`src/rtl/signal_debounce_timer_pkg.sv`:
```
// Shared types for the signal debounce timer: FSM state encoding and glitch counter width.
// Optional glitch counter is enabled by SIGNAL_DEBOUNCE_GLITCH_CNT_EN.
package signal_debounce_timer_pkg;

  typedef enum logic [1:0] {
    StStableLo = 2'b00,
    StPendHi   = 2'b01,
    StStableHi = 2'b11,
    StPendLo   = 2'b10
  } db_state_e;

  localparam int unsigned GlitchCntWidth = 8;

endpackage

```
`src/rtl/signal_debounce_timer_if.sv`:
```
// Tick/input and debounced-output bundle for signal_debounce_timer.
// glitch_cnt exists only when SIGNAL_DEBOUNCE_GLITCH_CNT_EN is defined.
interface signal_debounce_timer_if;
  import signal_debounce_timer_pkg::*;

  logic tick_1ms;
  logic sig_in;
  logic db_out;
  logic rise_pulse;
  logic fall_pulse;
  logic busy;

`ifdef SIGNAL_DEBOUNCE_GLITCH_CNT_EN
  logic [GlitchCntWidth-1:0] glitch_cnt;

  modport master (
    output tick_1ms, sig_in,
    input  db_out, rise_pulse, fall_pulse, busy, glitch_cnt
  );
  modport slave (
    input  tick_1ms, sig_in,
    output db_out, rise_pulse, fall_pulse, busy, glitch_cnt
  );
`else
  modport master (
    output tick_1ms, sig_in,
    input  db_out, rise_pulse, fall_pulse, busy
  );
  modport slave (
    input  tick_1ms, sig_in,
    output db_out, rise_pulse, fall_pulse, busy
  );
`endif

endinterface

```
`src/rtl/sync_2ff.sv`:
```
// Two-flop synchronizer with synchronous active-low reset to a configurable value.
module sync_2ff #(
  parameter bit ResetValue = 1'b0
) (
  input  logic clk_i,
  input  logic rst_ni,
  input  logic d_i,
  output logic q_o
);

  logic meta_q;
  logic sync_q;

  always_ff @(posedge clk_i) begin
    if (!rst_ni) begin
      meta_q <= ResetValue;
      sync_q <= ResetValue;
    end else begin
      meta_q <= d_i;
      sync_q <= meta_q;
    end
  end

  assign q_o = sync_q;

endmodule

```
`src/rtl/signal_debounce_timer.sv`:
```
// Debounces one async input against the 1 ms tick with separate rise/fall qualification.
// Define SIGNAL_DEBOUNCE_GLITCH_CNT_EN to add the saturating rejected-glitch counter.
module signal_debounce_timer
  import signal_debounce_timer_pkg::*;
#(
  parameter int unsigned         CntWidth  = 8,
  parameter logic [CntWidth-1:0] RiseMs    = 8'd10,
  parameter logic [CntWidth-1:0] FallMs    = 8'd2,
  parameter bit                  InitValue = 1'b0
) (
  input logic                    clk_i,
  input logic                    rst_ni,
  signal_debounce_timer_if.slave bus
);

  logic                sig_s;
  db_state_e           state_q, state_d;
  logic [CntWidth-1:0] cnt_q, cnt_d, cnt_inc;
  logic                db_q, db_d;
  logic                rise_q, rise_d;
  logic                fall_q, fall_d;
`ifdef SIGNAL_DEBOUNCE_GLITCH_CNT_EN
  logic                      glitch_abort;
  logic [GlitchCntWidth-1:0] glitch_q;
`endif

  sync_2ff #(
    .ResetValue (InitValue)
  ) u_sync (
    .clk_i  (clk_i),
    .rst_ni (rst_ni),
    .d_i    (bus.sig_in),
    .q_o    (sig_s)
  );

  assign cnt_inc = cnt_q + {{(CntWidth-1){1'b0}}, 1'b1};

  // A revert of sig_s takes priority over a coincident tick.
  always_comb begin
    state_d = state_q;
    cnt_d   = cnt_q;
    db_d    = db_q;
    rise_d  = 1'b0;
    fall_d  = 1'b0;
`ifdef SIGNAL_DEBOUNCE_GLITCH_CNT_EN
    glitch_abort = 1'b0;
`endif
    unique case (state_q)
      StStableLo: begin
        if (sig_s) begin
          state_d = StPendHi;
          cnt_d   = '0;
        end
      end
      StPendHi: begin
        if (!sig_s) begin
          state_d = StStableLo;
`ifdef SIGNAL_DEBOUNCE_GLITCH_CNT_EN
          glitch_abort = 1'b1;
`endif
        end else if (bus.tick_1ms) begin
          if (cnt_inc == RiseMs) begin
            state_d = StStableHi;
            cnt_d   = '0;
            db_d    = 1'b1;
            rise_d  = 1'b1;
          end else begin
            cnt_d = cnt_inc;
          end
        end
      end
      StStableHi: begin
        if (!sig_s) begin
          state_d = StPendLo;
          cnt_d   = '0;
        end
      end
      StPendLo: begin
        if (sig_s) begin
          state_d = StStableHi;
`ifdef SIGNAL_DEBOUNCE_GLITCH_CNT_EN
          glitch_abort = 1'b1;
`endif
        end else if (bus.tick_1ms) begin
          if (cnt_inc == FallMs) begin
            state_d = StStableLo;
            cnt_d   = '0;
            db_d    = 1'b0;
            fall_d  = 1'b1;
          end else begin
            cnt_d = cnt_inc;
          end
        end
      end
      default: state_d = StStableLo;
    endcase
  end

  always_ff @(posedge clk_i) begin
    if (!rst_ni) begin
      state_q <= InitValue ? StStableHi : StStableLo;
      cnt_q   <= '0;
      db_q    <= InitValue;
      rise_q  <= 1'b0;
      fall_q  <= 1'b0;
    end else begin
      state_q <= state_d;
      cnt_q   <= cnt_d;
      db_q    <= db_d;
      rise_q  <= rise_d;
      fall_q  <= fall_d;
    end
  end

`ifdef SIGNAL_DEBOUNCE_GLITCH_CNT_EN
  always_ff @(posedge clk_i) begin
    if (!rst_ni) begin
      glitch_q <= '0;
    end else if (glitch_abort && (glitch_q != {GlitchCntWidth{1'b1}})) begin
      glitch_q <= glitch_q + GlitchCntWidth'(1);
    end
  end

  assign bus.glitch_cnt = glitch_q;
`endif

  assign bus.db_out     = db_q;
  assign bus.rise_pulse = rise_q;
  assign bus.fall_pulse = fall_q;
  assign bus.busy       = (state_q == StPendHi) || (state_q == StPendLo);

endmodule

```
`src/flat_wrapper.sv`:
```
// flat-port wrapper written by rule: the top's interface ports become plain ports
module signal_debounce_timer_flat import signal_debounce_timer_pkg::*;
#(
  parameter int unsigned         CntWidth  = 8,
  parameter logic [CntWidth-1:0] RiseMs    = 8'd10,
  parameter logic [CntWidth-1:0] FallMs    = 8'd2,
  parameter bit                  InitValue = 1'b0
)
  (clk_i, rst_ni, bus_tick_1ms, bus_sig_in, bus_db_out, bus_rise_pulse, bus_fall_pulse, bus_busy);
  signal_debounce_timer_if bus_i ();
  input logic clk_i;
  input logic rst_ni;
  input wire logic [$bits(bus_i.tick_1ms)-1:0] bus_tick_1ms;
  input wire logic [$bits(bus_i.sig_in)-1:0] bus_sig_in;
  output wire logic [$bits(bus_i.db_out)-1:0] bus_db_out;
  output wire logic [$bits(bus_i.rise_pulse)-1:0] bus_rise_pulse;
  output wire logic [$bits(bus_i.fall_pulse)-1:0] bus_fall_pulse;
  output wire logic [$bits(bus_i.busy)-1:0] bus_busy;
  assign bus_i.tick_1ms = bus_tick_1ms;
  assign bus_i.sig_in = bus_sig_in;
  assign bus_db_out = bus_i.db_out;
  assign bus_rise_pulse = bus_i.rise_pulse;
  assign bus_fall_pulse = bus_i.fall_pulse;
  assign bus_busy = bus_i.busy;
  signal_debounce_timer #(.CntWidth(CntWidth), .RiseMs(RiseMs), .FallMs(FallMs), .InitValue(InitValue)) u_core (.clk_i(clk_i), .rst_ni(rst_ni), .bus(bus_i));
endmodule
```
`config.mk`:
```
export PLATFORM = sky130hd
export DESIGN_NAME = signal_debounce_timer_flat
export DESIGN_NICKNAME = d
export VERILOG_FILES = /design/src/rtl/signal_debounce_timer_pkg.sv /design/src/rtl/signal_debounce_timer_if.sv /design/src/rtl/sync_2ff.sv /design/src/rtl/signal_debounce_timer.sv /design/src/flat_wrapper.sv
export SDC_FILE = /design/constraint.sdc
export NUM_CORES = 1
export LEC_CHECK = 0
export CAP_MARGIN = 10
export CORE_MARGIN = 1.5
export CORE_UTILIZATION = 35
export CTS_BUF_LIST = sky130_fd_sc_hd__clkbuf_16
export DETAILED_ROUTE_END_ITERATION = 10
export PLACE_DENSITY_LB_ADDON = 0.05
export SLEW_MARGIN = 20
export SYNTH_ARGS = -nofsm -noshare
export SYNTH_HDL_FRONTEND = slang
export SYNTH_SLANG_ARGS = --single-unit
export TNS_END_PERCENT = 50
```
`constraint.sdc`:
```
create_clock -name clk_i -period 5.6 [get_ports clk_i]
set_input_delay 1.12 -clock clk_i [delete_from_list [all_inputs] [get_ports clk_i]]
set_output_delay 1.12 -clock clk_i [all_outputs]
set_load 0.01 [all_outputs]
```
Word level (Yosys, flattened, before mapping)
Cells that the tools add are included.
{"block": "totals", "reg_bits": 15, "input_bits": 4, "out_inout_bits": 4, "wordCells": 63}
{"block": "op_classes", "n_addsub": 1, "n_eq_ne": 17, "muxes": 27, "n_bitwise": 3, "n_reduce_logical": 8}
{"op": "$mux W8", "n": 8}
{"op": "$pmux W8 S4", "n": 1}
{"op": "$mux W2", "n": 8}
{"op": "$ne A2 B2 Y1 const B", "n": 6}
{"op": "$reduce_and A6 Y1", "n": 2}
{"op": "$add A8 B1 Y8 const B", "n": 1}
{"op": "$eq A8 B2 Y1 const B", "n": 1}
{"op": "$eq A8 B4 Y1 const B", "n": 1}
{"op": "$mux W1", "n": 8}
{"op": "$pmux W2 S4", "n": 1}
{"op": "$reduce_and A7 Y1", "n": 1}
{"op": "$ne A3 B2 Y1 const B", "n": 2}
{"op": "$ne A3 B3 Y1 const B", "n": 2}
{"op": "$eq A2 B2 Y1 const B", "n": 2}
{"op": "$ne A2 B1 Y1 const B", "n": 2}
{"op": "$reduce_and A4 Y1", "n": 1}
{"op": "$reduce_or A4 Y1", "n": 1}
{"op": "$not A1 Y1", "n": 3}
{"op": "$eq A2 B1 Y1 const B", "n": 1}
{"op": "$logic_not A2 Y1", "n": 1}
{"op": "$pmux W1 S2", "n": 1}
{"op": "$reduce_bool A2 Y1", "n": 1}
{"op": "$logic_or A1 B1 Y1", "n": 1}

Logic depth before layout (Yosys ltp)
{"block": "depth", "ltp_word": 6, "mapped_depth": 8, "mapped_depth_nobuf": 8}

By module
A second synthesis with hierarchy kept.
{"block": "hier_totals", "cells_unflattened": 125, "area_unflattened_um2": 1002.2}
{"module": "signal_debounce_timer", "instances": 1, "cells_each": 121, "area_per_inst_um2": 949.7, "seq_area_each_um2": 260.2}
{"module": "sync_2ff", "instances": 1, "cells_each": 4, "area_per_inst_um2": 52.6, "seq_area_each_um2": 40.0}

Least setup slack after synthesis
OpenSTA, ideal clock, no wires.
{"block": "synth_timing", "path_kind": "in2reg", "from": "input bus_tick_1ms", "to": "register u_core.cnt_q[0]", "setup_ps": 66, "arrival_time_ps": 2076, "required_ps": 5534, "slack_ps": 3457, "stages": 6, "path_cell_list": "nand2_1 > o22a_1 > o32ai_2 > nand2_1 > mux2_2 > nor2_1"}
{"block": "synth_via", "elab_chain_cells": 2, "elab_cells_between_ends": 3, "classes_between": "2 x eq/ne; 1 x reduce/logical"}
{"item": "from (decl)", "line": "flat_wrapper.sv:13", "source": "input wire logic [$bits(bus_i.tick_1ms)-1:0] bus_tick_1ms;"}
{"item": "$ne A2 B2 Y1 (no source line)"}
{"item": "$reduce_and A6 Y1 (no source line) *"}
{"item": "to (signal assigned)", "line": "signal_debounce_timer.sv:108", "source": "cnt_q <= cnt_d;"}
{"item": "to (decl)", "line": "signal_debounce_timer.sv:18", "source": "logic [CntWidth-1:0] cnt_q, cnt_d, cnt_inc;"}
Mark *: on every way between the ends. The rest lies on a longest branch, timed or not.
A chain may end at the register's enable or synchronous reset.

Worst setup path in the final report
{"block": "layout_timing", "from": "register u_core.state_q[0]", "to": "output bus_busy"}
{"block": "layout_via", "elab_chain_cells": 2, "elab_cells_between_ends": 3, "classes_between": "2 x eq/ne; 1 x reduce/logical"}
{"item": "from (decl)", "line": "signal_debounce_timer.sv:17", "source": "db_state_e state_q, state_d;"}
{"item": "from (signal assigned)", "line": "signal_debounce_timer.sv:101", "source": "state_q <= InitValue ? StStableHi : StStableLo;"}
{"item": "from (signal assigned)", "line": "signal_debounce_timer.sv:107", "source": "state_q <= state_d;"}
{"item": "$eq A2 B1 Y1 or $eq A2 B2 Y1 (tied branches)", "line": "signal_debounce_timer.sv:130", "source": "assign bus.busy = (state_q == StPendHi) || (state_q == StPendLo);"}
{"item": "$logic_or A1 B1 Y1 *", "line": "signal_debounce_timer.sv:130"}
{"item": "to (decl)", "line": "flat_wrapper.sv:18", "source": "output wire logic [$bits(bus_i.busy)-1:0] bus_busy;"}
Marks and branches as above.

==> results.sh <==
export IMPL_utilization_pct=42.89
export IMPL_hold_class="flop to flop"
export IMPL_holdBufCountCts=0
export IMPL_cp_slowest_cell="clkdlybuf4s50_1"
export IMPL_yosys_area_top_type="dfxtp_1"
export IMPL_critPathMaxFanout=6
export IMPL_yosysTopAreaCellShare_pct=30.34
export IMPL_fmax_ghz=0.3591
export IMPL_viasPerCell=5.723
export IMPL_numCtsBuffers=3
export IMPL_design_area_um2=1162
export IMPL_grt_pass1_vias=839
export IMPL_post_cts_buffers=0
export IMPL_worstPathCellList="inv_1, ha_1, clkdlybuf4s50_1"
export IMPL_routed_wl_um=2180
export IMPL_vias=887
export IMPL_clock_path_buffers=2
export IMPL_whs_ps=429.2
export IMPL_crit_type="flop to output pin"
export IMPL_fin_setup_tns_ps=0
export IMPL_clk_pin_slew_ps=50
export IMPL_cts_tree="done"
export IMPL_rows=19
export IMPL_drtIter0Drc=50
export IMPL_slew_headroom_pct=61.49
export IMPL_arrival_ps=1660
export IMPL_ir_drop_uv=130.5
export IMPL_fin_ws_ps=2815
export IMPL_die_h_um=56.18
export IMPL_clock_sinks=15
export IMPL_tightest_slew_ps=577.6
export IMPL_start_kind="flop"
export IMPL_firstDrtPassIters=4
export IMPL_syn_nets=127
export IMPL_clock_skew_ps=2.350
export IMPL_final_min_clock_period_ps=2785
export IMPL_grt_overflow=0
export IMPL_grt_max_degree=14
export IMPL_synth_edff_count=0
export IMPL_slew_violations=0
export IMPL_p_total_uw=315.6
export IMPL_avgSynthCellArea_um2=8.459
export IMPL_synth_ff_type="dfxtp_1"
export IMPL_syn_area_um2=989.7
export IMPL_yosysMostFrequentCell="dfxtp_1"
export IMPL_place_area_um2=1084
export IMPL_crit_path_end_kind="output pin"
export IMPL_n_fill_cell=273
export IMPL_die_w_um=56.18
export IMPL_ys_types=43
export IMPL_grt_util_all_layers_pct=14.81
export IMPL_start_util_pct=36.52
export IMPL_leakage_nw=0.3867
export IMPL_hold_viol_final=0
export IMPL_drive_above_1_share_pct=9.677
export IMPL_dieArea_um2=3156
export IMPL_fin_nets=135
export IMPL_dp_final_hpwl_um=1589
export IMPL_yosys_warnings=0
export IMPL_root_buffer="clkbuf_16"
export IMPL_seq_area_frac_synth_pct=30.34
export IMPL_max_stage_delay_ps=570
export IMPL_p_per_area_nw_per_um2=271.5
export IMPL_worstPathRequired_ps=4480
export IMPL_setup_viol=0
export IMPL_synth_seq_cells=15
export IMPL_io_pins=8
export IMPL_cts_resized=0
export IMPL_antenna_found_initial=0
export IMPL_synthToLayoutAreaGrowth_pct=17.45
export IMPL_post_route_period_util_pct=49.73
export IMPL_rsz0062_at_grt="no"
export IMPL_synth_cells=117
export IMPL_synthTopCellsByArea="dfxtp_1 30%, ha_1 7.6%, nand2_1 5.3%, a21oi_1 4.0%, o21ai_0 3.0%"
export IMPL_r2r_slack_ps=3380
export IMPL_ys_async_sr_fraction_pct=0
export IMPL_final_cells=155
export IMPL_port_buffers=7
export IMPL_wl_per_cell_um=14.06
export IMPL_grt_pass1_wl_um=3739
export IMPL_remaining_drc_errors=0
export IMPL_synthTopCellsByCount="15 x dfxtp_1, 14 x nand2_1, 8 x a21oi_1, 7 x inv_1"
export IMPL_insertion_delay_ps=240
export IMPL_htreeDepth=1
export IMPL_dp_cells=151
export IMPL_place_congestion=0.7333
export IMPL_drtAntennaViolNets=0
export IMPL_status="complete, no violations"
export IMPL_core_area_um2=2710
export IMPL_diodes=0
export IMPL_pre_cts_slack_ps=2740
export IMPL_drv_cap=0
## sequential cells by signal, summed over array words and instances, names as in the netlist
register / flops
u_core.cnt_q: 8
u_core.bus.rise_pulse: 1
u_core.bus.db_out: 1
u_core.state_q: 2
u_core.u_sync.meta_q: 1
u_core.bus.fall_pulse: 1
u_core.u_sync.q_o: 1
## cells in the final DEF, fill, tap and decap left out, types with 2 or more instances in the layout
| cell type | Yosys | final |
|---|---|---|
| a211oi_1 | 2 | 2 |
| a21oi_1 | 8 | 8 |
| and2_1 | 3 | 3 |
| clkbuf_16 | 0 | 3 |
| clkdlybuf4s50_1 | 0 | 7 |
| dfxtp_1 | 15 | 15 |
| ha_1 | 6 | 6 |
| inv_1 | 7 | 8 |
| mux2_2 | 2 | 2 |
| mux2i_1 | 2 | 2 |
| nand2_1 | 14 | 14 |
| nand3_1 | 2 | 2 |
| nand4b_1 | 3 | 3 |
| nor2_1 | 6 | 6 |
| nor3_1 | 5 | 5 |
| nor4_1 | 2 | 2 |
| o211ai_1 | 3 | 3 |
| o21ai_0 | 6 | 6 |
| xnor2_1 | 2 | 2 |
## worst max-delay path, delay by kind of cell, from the launching register on
kind,cells,cell delay (ps)
buffers and inverters,2,650
adder cells (fa/ha/maj),1,390
flip-flops,1,380
## report_power, final
part | internal, mW | switching [mW] | total, mW
clock network | 0.0944 | 0.0409 | 0.135
registers | 0.110 | 0.00322 | 0.113
logic | 0.0265 | 0.0409 | 0.0674
total | 0.231 | 0.0851 | 0.316
## area by class of cell
class | instances | area, µm² | share of cell area [%]
clock inverter | 1 | 3.754 | 0.3229
inverter | 8 | 30.03 | 2.583
sequential | 15 | 300.3 | 25.83
multi-input combinational | 90 | 644.4 | 55.44
tap | 31 | 38.79 | 3.337
clock buffer | 3 | 75.07 | 6.459
timing repair buffer | 7 | 70.07 | 6.028
## path summary, 6_finish.rpt
kind	startpoint	to	depth (start not counted)
worst min register to register	u_core.u_sync.meta_q	u_core.u_sync.q_o	1
worst min-delay path	u_core.u_sync.meta_q	u_core.u_sync.q_o	1
worst max register to register	u_core.cnt_q[0]	u_core.state_q[0]	7
worst max-delay path	u_core.state_q[0]	bus_busy	3
## per-layer routing
layer | vias to the layer above | wire length, µm | global-route usage (%)
met1 | 417 | 1041 | 19.34
li1 | 441 | - | -
met4 | 0 | 41 | 6.463
met2 | 23 | 1020 | 23.70
met3 | 6 | 76 | 2.791
met5 | - | 0 | 0
## kinds of logic (layout without fill, tap and decap cells)
| logic type | Yosys count | after routing | share of synthesized area (%) |
|---|---|---|---|
| compound gates | 34 | 34 | 25.41 |
| buf+inv | 12 | 19 | 4.551 |
| mux | 4 | 4 | 4.298 |
| simple gates | 43 | 43 | 25.16 |
| xor+xnor | 3 | 3 | 2.655 |
| flops | 15 | 15 | 30.34 |
| fa+ha+maj | 6 | 6 | 7.585 |
Power figures use the tool's default switching activity.
